==> src/rtl/red_pitaya_droplet_gen.sv <==
// rtl/red_pitaya_droplet_gen.sv - synthetic droplet fluorescence generator with sort-latency timer
//
// Plays a table of pulse amplitudes on the DAC as "droplets" (PULSE of width
// cycles, then GAP of gap cycles, baseline otherwise), counts sort triggers
// returned by the detector and measures trigger latency from each PULSE exit.
//
// Ports:
//   adc_clk_i, adc_rstn_i  clock, asynchronous active-low reset
//   dac_o                  registered signed DAC sample
//   sort_trig_i            sort trigger from the detector (adc_clk_i domain)
//   busy_o                 high while a droplet sequence runs
//   sys_*                  system bus (one-cycle ack, never errors)

module red_pitaya_droplet_gen #(
  parameter int DWT = 14,
  parameter int MEM = 32,
  parameter int SEQ = 4
) (
  input  logic                  adc_clk_i,
  input  logic                  adc_rstn_i,
  output logic signed [DWT-1:0] dac_o,
  input  logic                  sort_trig_i,
  output logic                  busy_o,
  input  logic [31:0]           sys_addr,
  input  logic [31:0]           sys_wdata,
  input  logic [3:0]            sys_sel,
  input  logic                  sys_wen,
  input  logic                  sys_ren,
  output logic [31:0]           sys_rdata,
  output logic                  sys_err,
  output logic                  sys_ack
);

  typedef enum logic [1:0] {IDLE, PULSE, GAP} state_t;
  state_t state_q, state_d;

  logic signed [DWT-1:0] baseline_q;
  logic [MEM-1:0]        width_q, gap_q, count_q;
  logic                  continuous_q;
  logic [MEM-1:0]        emitted_q, sort_events_q, last_lat_q, lat_cnt_q;
  logic                  armed_q;
  logic [SEQ-1:0]        idx_q;
  logic [MEM-1:0]        w_lat_q, g_lat_q, phase_q, phase_lim;
  logic                  sort_q;
  logic signed [DWT-1:0] amp_mem [2**SEQ];

  logic [19:0]    a20;
  logic           ctrl_wr, start_req, stop_req, amp_hit, sort_rise;
  logic [SEQ-1:0] amp_idx;
  logic           phase_done, enter_pulse, pulse_exit, start_go;
  logic [31:0]    rd_mux, status_w;
  logic           unused_bus;

  assign a20       = sys_addr[19:0];
  assign ctrl_wr   = sys_wen && (a20 == 20'h0);
  // stop has priority when both bits are written together
  assign stop_req  = ctrl_wr && sys_wdata[1];
  assign start_req = ctrl_wr && sys_wdata[0] && !sys_wdata[1];
  assign amp_hit   = (a20[19:12] == 8'h01) && (a20[11:SEQ+2] == '0);
  assign amp_idx   = a20[SEQ+1:2];
  assign sort_rise = sort_trig_i && !sort_q;
  assign unused_bus = ^{sys_sel, sys_addr, sys_wdata};

  assign phase_lim  = (state_q == PULSE) ? w_lat_q : g_lat_q;
  assign phase_done = (phase_q >= phase_lim);
  assign start_go   = enter_pulse && (state_q == IDLE);

  assign busy_o  = (state_q != IDLE);
  assign sys_err = 1'b0;

  always_ff @(posedge adc_clk_i or negedge adc_rstn_i) begin
    if (!adc_rstn_i) state_q <= IDLE;
    else             state_q <= state_d;
  end

  always_comb begin
    state_d     = state_q;
    enter_pulse = 1'b0;
    pulse_exit  = 1'b0;
    if (stop_req) begin
      state_d = IDLE;
    end else begin
      case (state_q)
        IDLE: if (start_req) begin
          state_d     = PULSE;
          enter_pulse = 1'b1;
        end
        PULSE: if (phase_done) begin
          state_d    = GAP;
          pulse_exit = 1'b1;
        end
        GAP: if (phase_done) begin
          // emitted already includes the droplet whose gap is ending
          if (!continuous_q && (emitted_q >= count_q)) begin
            state_d = IDLE;
          end else begin
            state_d     = PULSE;
            enter_pulse = 1'b1;
          end
        end
        default: state_d = IDLE;
      endcase
    end
  end

  // droplet sequencer, latency timer and DAC output
  always_ff @(posedge adc_clk_i or negedge adc_rstn_i) begin
    if (!adc_rstn_i) begin
      w_lat_q       <= MEM'(1);
      g_lat_q       <= MEM'(1);
      phase_q       <= MEM'(1);
      emitted_q     <= '0;
      idx_q         <= '0;
      armed_q       <= 1'b0;
      lat_cnt_q     <= '0;
      last_lat_q    <= '0;
      sort_events_q <= '0;
      sort_q        <= 1'b0;
      dac_o         <= '0;
    end else begin
      sort_q <= sort_trig_i;
      if (sort_rise) sort_events_q <= sort_events_q + MEM'(1);

      if (enter_pulse) begin
        w_lat_q <= (width_q == '0) ? MEM'(1) : width_q;
        g_lat_q <= (gap_q == '0) ? MEM'(1) : gap_q;
        phase_q <= MEM'(1);
      end else if (pulse_exit) begin
        phase_q <= MEM'(1);
      end else if (state_q != IDLE) begin
        phase_q <= phase_q + MEM'(1);
      end

      if (start_go) begin
        emitted_q <= '0;
        idx_q     <= '0;
      end else if (pulse_exit) begin
        emitted_q <= emitted_q + MEM'(1);
        idx_q     <= idx_q + SEQ'(1);
      end

      if (start_go) begin
        armed_q <= 1'b0;
      end else begin
        if (armed_q && sort_rise) begin
          last_lat_q <= lat_cnt_q;
          armed_q    <= 1'b0;
        end
        // a new PULSE exit re-arms and restarts the count (1 in first GAP cycle)
        if (pulse_exit) begin
          armed_q   <= 1'b1;
          lat_cnt_q <= MEM'(1);
        end else if (armed_q && (lat_cnt_q != '1)) begin
          lat_cnt_q <= lat_cnt_q + MEM'(1);
        end
      end

      dac_o <= (state_q == PULSE) ? amp_mem[idx_q] : baseline_q;
    end
  end

  // amplitude table has no reset
  always_ff @(posedge adc_clk_i) begin
    if (sys_wen && amp_hit) amp_mem[amp_idx] <= sys_wdata[DWT-1:0];
  end

  always_ff @(posedge adc_clk_i or negedge adc_rstn_i) begin
    if (!adc_rstn_i) begin
      baseline_q   <= '0;
      width_q      <= MEM'(1);
      gap_q        <= MEM'(1);
      count_q      <= MEM'(1);
      continuous_q <= 1'b0;
      sys_ack      <= 1'b0;
      sys_rdata    <= '0;
    end else begin
      sys_ack <= sys_wen || sys_ren;
      if (sys_ren) sys_rdata <= rd_mux;
      if (sys_wen) begin
        case (a20)
          20'h00: continuous_q <= sys_wdata[2];
          20'h04: baseline_q   <= sys_wdata[DWT-1:0];
          20'h08: width_q      <= MEM'(sys_wdata);
          20'h0C: gap_q        <= MEM'(sys_wdata);
          20'h10: count_q      <= MEM'(sys_wdata);
          default: ;
        endcase
      end
    end
  end

  always_comb begin
    status_w            = '0;
    status_w[0]         = busy_o;
    status_w[SEQ+3:4]   = idx_q;
  end

  always_comb begin
    rd_mux = '0;
    if (amp_hit) begin
      rd_mux = 32'(amp_mem[amp_idx]);
    end else begin
      case (a20)
        20'h00: rd_mux = {29'd0, continuous_q, 2'b00};
        20'h04: rd_mux = 32'(baseline_q);
        20'h08: rd_mux = 32'(width_q);
        20'h0C: rd_mux = 32'(gap_q);
        20'h10: rd_mux = 32'(count_q);
        20'h14: rd_mux = status_w;
        20'h20: rd_mux = 32'(emitted_q);
        20'h24: rd_mux = 32'(sort_events_q);
        20'h28: rd_mux = 32'(last_lat_q);
        default: rd_mux = '0;
      endcase
    end
  end

endmodule
==> config.mk <==
export PLATFORM = sky130hd
export DESIGN_NAME = red_pitaya_droplet_gen
export DESIGN_NICKNAME = d
export VERILOG_FILES = /design/src/rtl/red_pitaya_droplet_gen.sv
export SDC_FILE = /design/constraint.sdc
export NUM_CORES = 1
export LEC_CHECK = 0
export CAP_MARGIN = 25
export CORE_ASPECT_RATIO = 1.2
export CORE_MARGIN = 2
export CORE_UTILIZATION = 37
export DETAILED_ROUTE_END_ITERATION = 6
export PLACE_DENSITY = 0.62
export SKIP_LAST_GASP = 1
export SLEW_MARGIN = 20
export SYNTH_ARGS = -nofsm -noshare
export SYNTH_HDL_FRONTEND = slang
export SYNTH_SLANG_ARGS = --single-unit
==> constraint.sdc <==
create_clock -name adc_clk_i -period 3.9 [get_ports adc_clk_i]
set_input_delay 0.78 -clock adc_clk_i [delete_from_list [all_inputs] [get_ports adc_clk_i]]
set_output_delay 0.78 -clock adc_clk_i [all_outputs]
set_load 0.02 [all_outputs]
==> flow_metrics.env <==
export IMPL_drt_iter0_drc=1933
export IMPL_timing_final_crit_share_pct=96.7
export IMPL_drv_slew=0
export IMPL_htreeDepth=3
export IMPL_die_h_um=314
export IMPL_port_buffers=104
export IMPL_crit_fanout=29
export IMPL_layout_commonest_cell="dfrtp_1"
export IMPL_synth_seq_cells=614
export IMPL_drc_errors=0
export IMPL_synth_cell_area_sq_um=29700
export IMPL_clkSlewWorstSetupHoldPaths_ns=0.06
export IMPL_antenna_found_initial=2
export IMPL_peakVddDrop_uv=327
export IMPL_finClkSkew_ns=0.0195
export IMPL_grt_use_total_pct=21.1
export IMPL_wire_per_inst_um=24.8
export IMPL_post_dp_hpwl_mm=60.6
export IMPL_rr_worst_depth=15
export IMPL_drt_wl_total_mm=87.7
export IMPL_synth_cell_types=77
export IMPL_gp_congestion=0.885
export IMPL_viasPerCell=5.81
export IMPL_hold_ws_ns=0.190
export IMPL_cp_top_family="compound AO/OA/AOI/OAI gates"
export IMPL_core_sq_um=79300
export IMPL_grt_pass1_vias=20803
export IMPL_ys_flop_type="dfrtp_1"
export IMPL_synth_warnings=0
export IMPL_grt_max_degree=101
export IMPL_maxSlewHeadroom_pct=31.2
export IMPL_drive_gt1_share_pct=22.2
export IMPL_num_antenna_cells=0
export IMPL_ys_seq_area_share_pct=55.5
export IMPL_cp_arrival_ns=4.29
export IMPL_numCtsBuffers=68
export IMPL_initial_core_util_pct=37.5
export IMPL_hold_class="primary input to asynchronous set/reset pin"
export IMPL_grt_overflow=0
export IMPL_crit_cells=15
export IMPL_period_minus_slack_ns=3.77
export IMPL_async_reset_ff_share_pct=63.5
export IMPL_power_density_nw_per_um2=393
export IMPL_drv_cap=0
export IMPL_setup_viol=0
export IMPL_endpoint_kind="register"
export IMPL_nets=2590
export IMPL_clock_path_buffers=3
export IMPL_cts_root_buf="clkbuf_16"
export IMPL_dieArea_sq_um=82600
export IMPL_p_leak_uw=0.0137
export IMPL_grt_pass1_wl_mm=132
export IMPL_via_count=20531
export IMPL_clk_latency_ns=0.61
export IMPL_finalHoldViolCount=0
export IMPL_die_x_um=263
export IMPL_cpMaxStageDelayCell="dfrtp_1"
export IMPL_drtAntennaViolNets=0
export IMPL_syn_instance_count=2284
export IMPL_crit_path_start_kind="register"
export IMPL_rows=113
export IMPL_cp_slowest_stage_delay_ns=0.46
export IMPL_synth_edff_count=224
export IMPL_max_slew_worst_pin_slew_ns=1.03
export IMPL_status="completed"
export IMPL_setup_tns_ns=0
export IMPL_critPathKind="register to register"
export IMPL_crit_top_cell="buf_12"
export IMPL_synth_nets=2426
export IMPL_synth_area_per_cell_sq_um=13.0
export IMPL_cts_sinks=614
export IMPL_cts_tree="yes"
export IMPL_fmax_mhz=265
export IMPL_layout_common_cells="dfrtp_1, edfxtp_1, mux2_2"
export IMPL_area_growth_pct=17.0
export IMPL_crit_required_ns=4.42
export IMPL_drtPass1Iterations=7
export IMPL_io_pins=122
export IMPL_critPathBufInv=4
export IMPL_rsz0062_at_grt="no"
export IMPL_crit_path_cell_trace="nor2b_4, buf_12, buf_12, mux2i_1, ha_1, a21oi_1, nand2_1, o2bb2ai_1, a211o_1, a22oi_2, buf_4, o21ai_4, nand2b_1, buf_12, nor2_1"
flip-flops by register name, indices dropped and copies added, names as in the netlist, 2 cells and up:
signal,count
amp_mem,224
count_q,32
emitted_q,32
g_lat_q,32
gap_q,32
last_lat_q,32
lat_cnt_q,32
phase_q,32
sort_events_q,32
sys_rdata,32
w_lat_q,32
width_q,32
baseline_q,14
dac_o,14
idx_q,4
state_q,2
final timing paths:
path	slack (ns)	to	startpoint
max reg2reg	0.13	phase_q[20]$_DFFE_PN0P_	state_q[0]$_DFFE_PN0P_
max	0.13	phase_q[20]$_DFFE_PN0P_	state_q[0]$_DFFE_PN0P_
min reg2reg	0.48	sort_events_q[31]$_DFFE_PN0P_	sort_events_q[31]$_DFFE_PN0P_
max in group asynchronous	2.74	width_q[0]$_DFFE_PN1P_	adc_rstn_i
min in group adc_clk_i	0.48	sort_events_q[31]$_DFFE_PN0P_	sort_events_q[31]$_DFFE_PN0P_
min	0.19	last_lat_q[29]$_DFFE_PN0P_	adc_rstn_i
metrics by stage:
step / total power [uW] / util [%] / cells / cell area, sq um / setup slack [ns]
3_5_place_dp: 7510 / 41.0 / 3408 / 32500 / 0.0616
6_report: 13700 / 43.8 / 3535 / 34800 / 0.129
4_1_cts: 13800 / 43.7 / 3530 / 34700 / 0.108
5_1_grt: 14100 / 43.8 / 3535 / 34800 / 0.0314
2_1_floorplan: 7140 / - / 2284 / 29700 / 0.378
3_3_place_gp: 7490 / 41.0 / 3408 / 32500 / 0.126
area by class of cell:
type / instances / area (sq um)
repair buffers: 218 / 2130
flip-flops and latches: 614 / 16500
clock inverters: 26 / 183
fillers: 7178 / 44600
inverters: 48 / 180
well taps: 1035 / 1290
clock buffers: 96 / 1970
multi-input cells: 1498 / 12500
cells in the mapped netlist, types with 8 or more instances:
library cell	number	area (sq um)
dfrtp_1	384	9610
mux2_1	21	236
nand4_1	32	200
o21ai_0	67	335
a222oi_1	16	160
buf_2	35	175
nor4_1	35	219
nand2_1	163	612
ha_1	69	863
and3_1	33	206
mux4_2	98	2210
a21oi_1	53	265
edfxtp_1	224	6730
o221ai_1	28	245
a22oi_1	74	556
xnor2_1	62	543
mux2_2	185	2080
nand2b_1	13	81.3
nand3_1	71	355
clkbuf_1	63	236
nor2b_1	8	50.1
o22a_1	19	166
mux2i_1	94	941
xor2_1	36	315
nor2_1	166	623
and2_1	8	50.1
buf_4	13	97.6
inv_1	47	176
a211oi_1	8	60.1
nor3_1	36	180
what timing repair did:
action	CTS	global route
hold buffers	0	0
setup buffers	0	2
resized for setup	0	3
setup endpoints to repair	0	31
layer usage:
| layer | global-route usage, % | vias to the layer above | wire length [um] |
|---|---|---|---|
| met5 | 0 | - | 25 |
| met4 | 8.02 | 4 | 3120 |
| met3 | 3.45 | 180 | 6090 |
| met2 | 36.3 | 837 | 43600 |
| met1 | 26.8 | 10545 | 34900 |
| li1 | - | 8965 | - |
power by group:
group / total [uW] / switching, uW / leakage, uW / internal, uW
registers: 6820 / 69.9 / 0.00717 / 6750
logic: 565 / 334 / 0.00543 / 231
clock network: 6270 / 2610 / 0.00107 / 3650
cell families (layout without fill, tap and decap cells):
family	after synthesis	after routing	share of synthesized area, %
buf+inv	172	388	2.69
compound gates	317	317	7.39
xor+xnor	98	98	2.89
mux	398	398	18.4
flops	614	614	55.5
other cells	1	1	0.0126
simple gates	615	615	10.2
fa+ha+maj	69	69	2.91
Power figures use the tool's default switching activity.
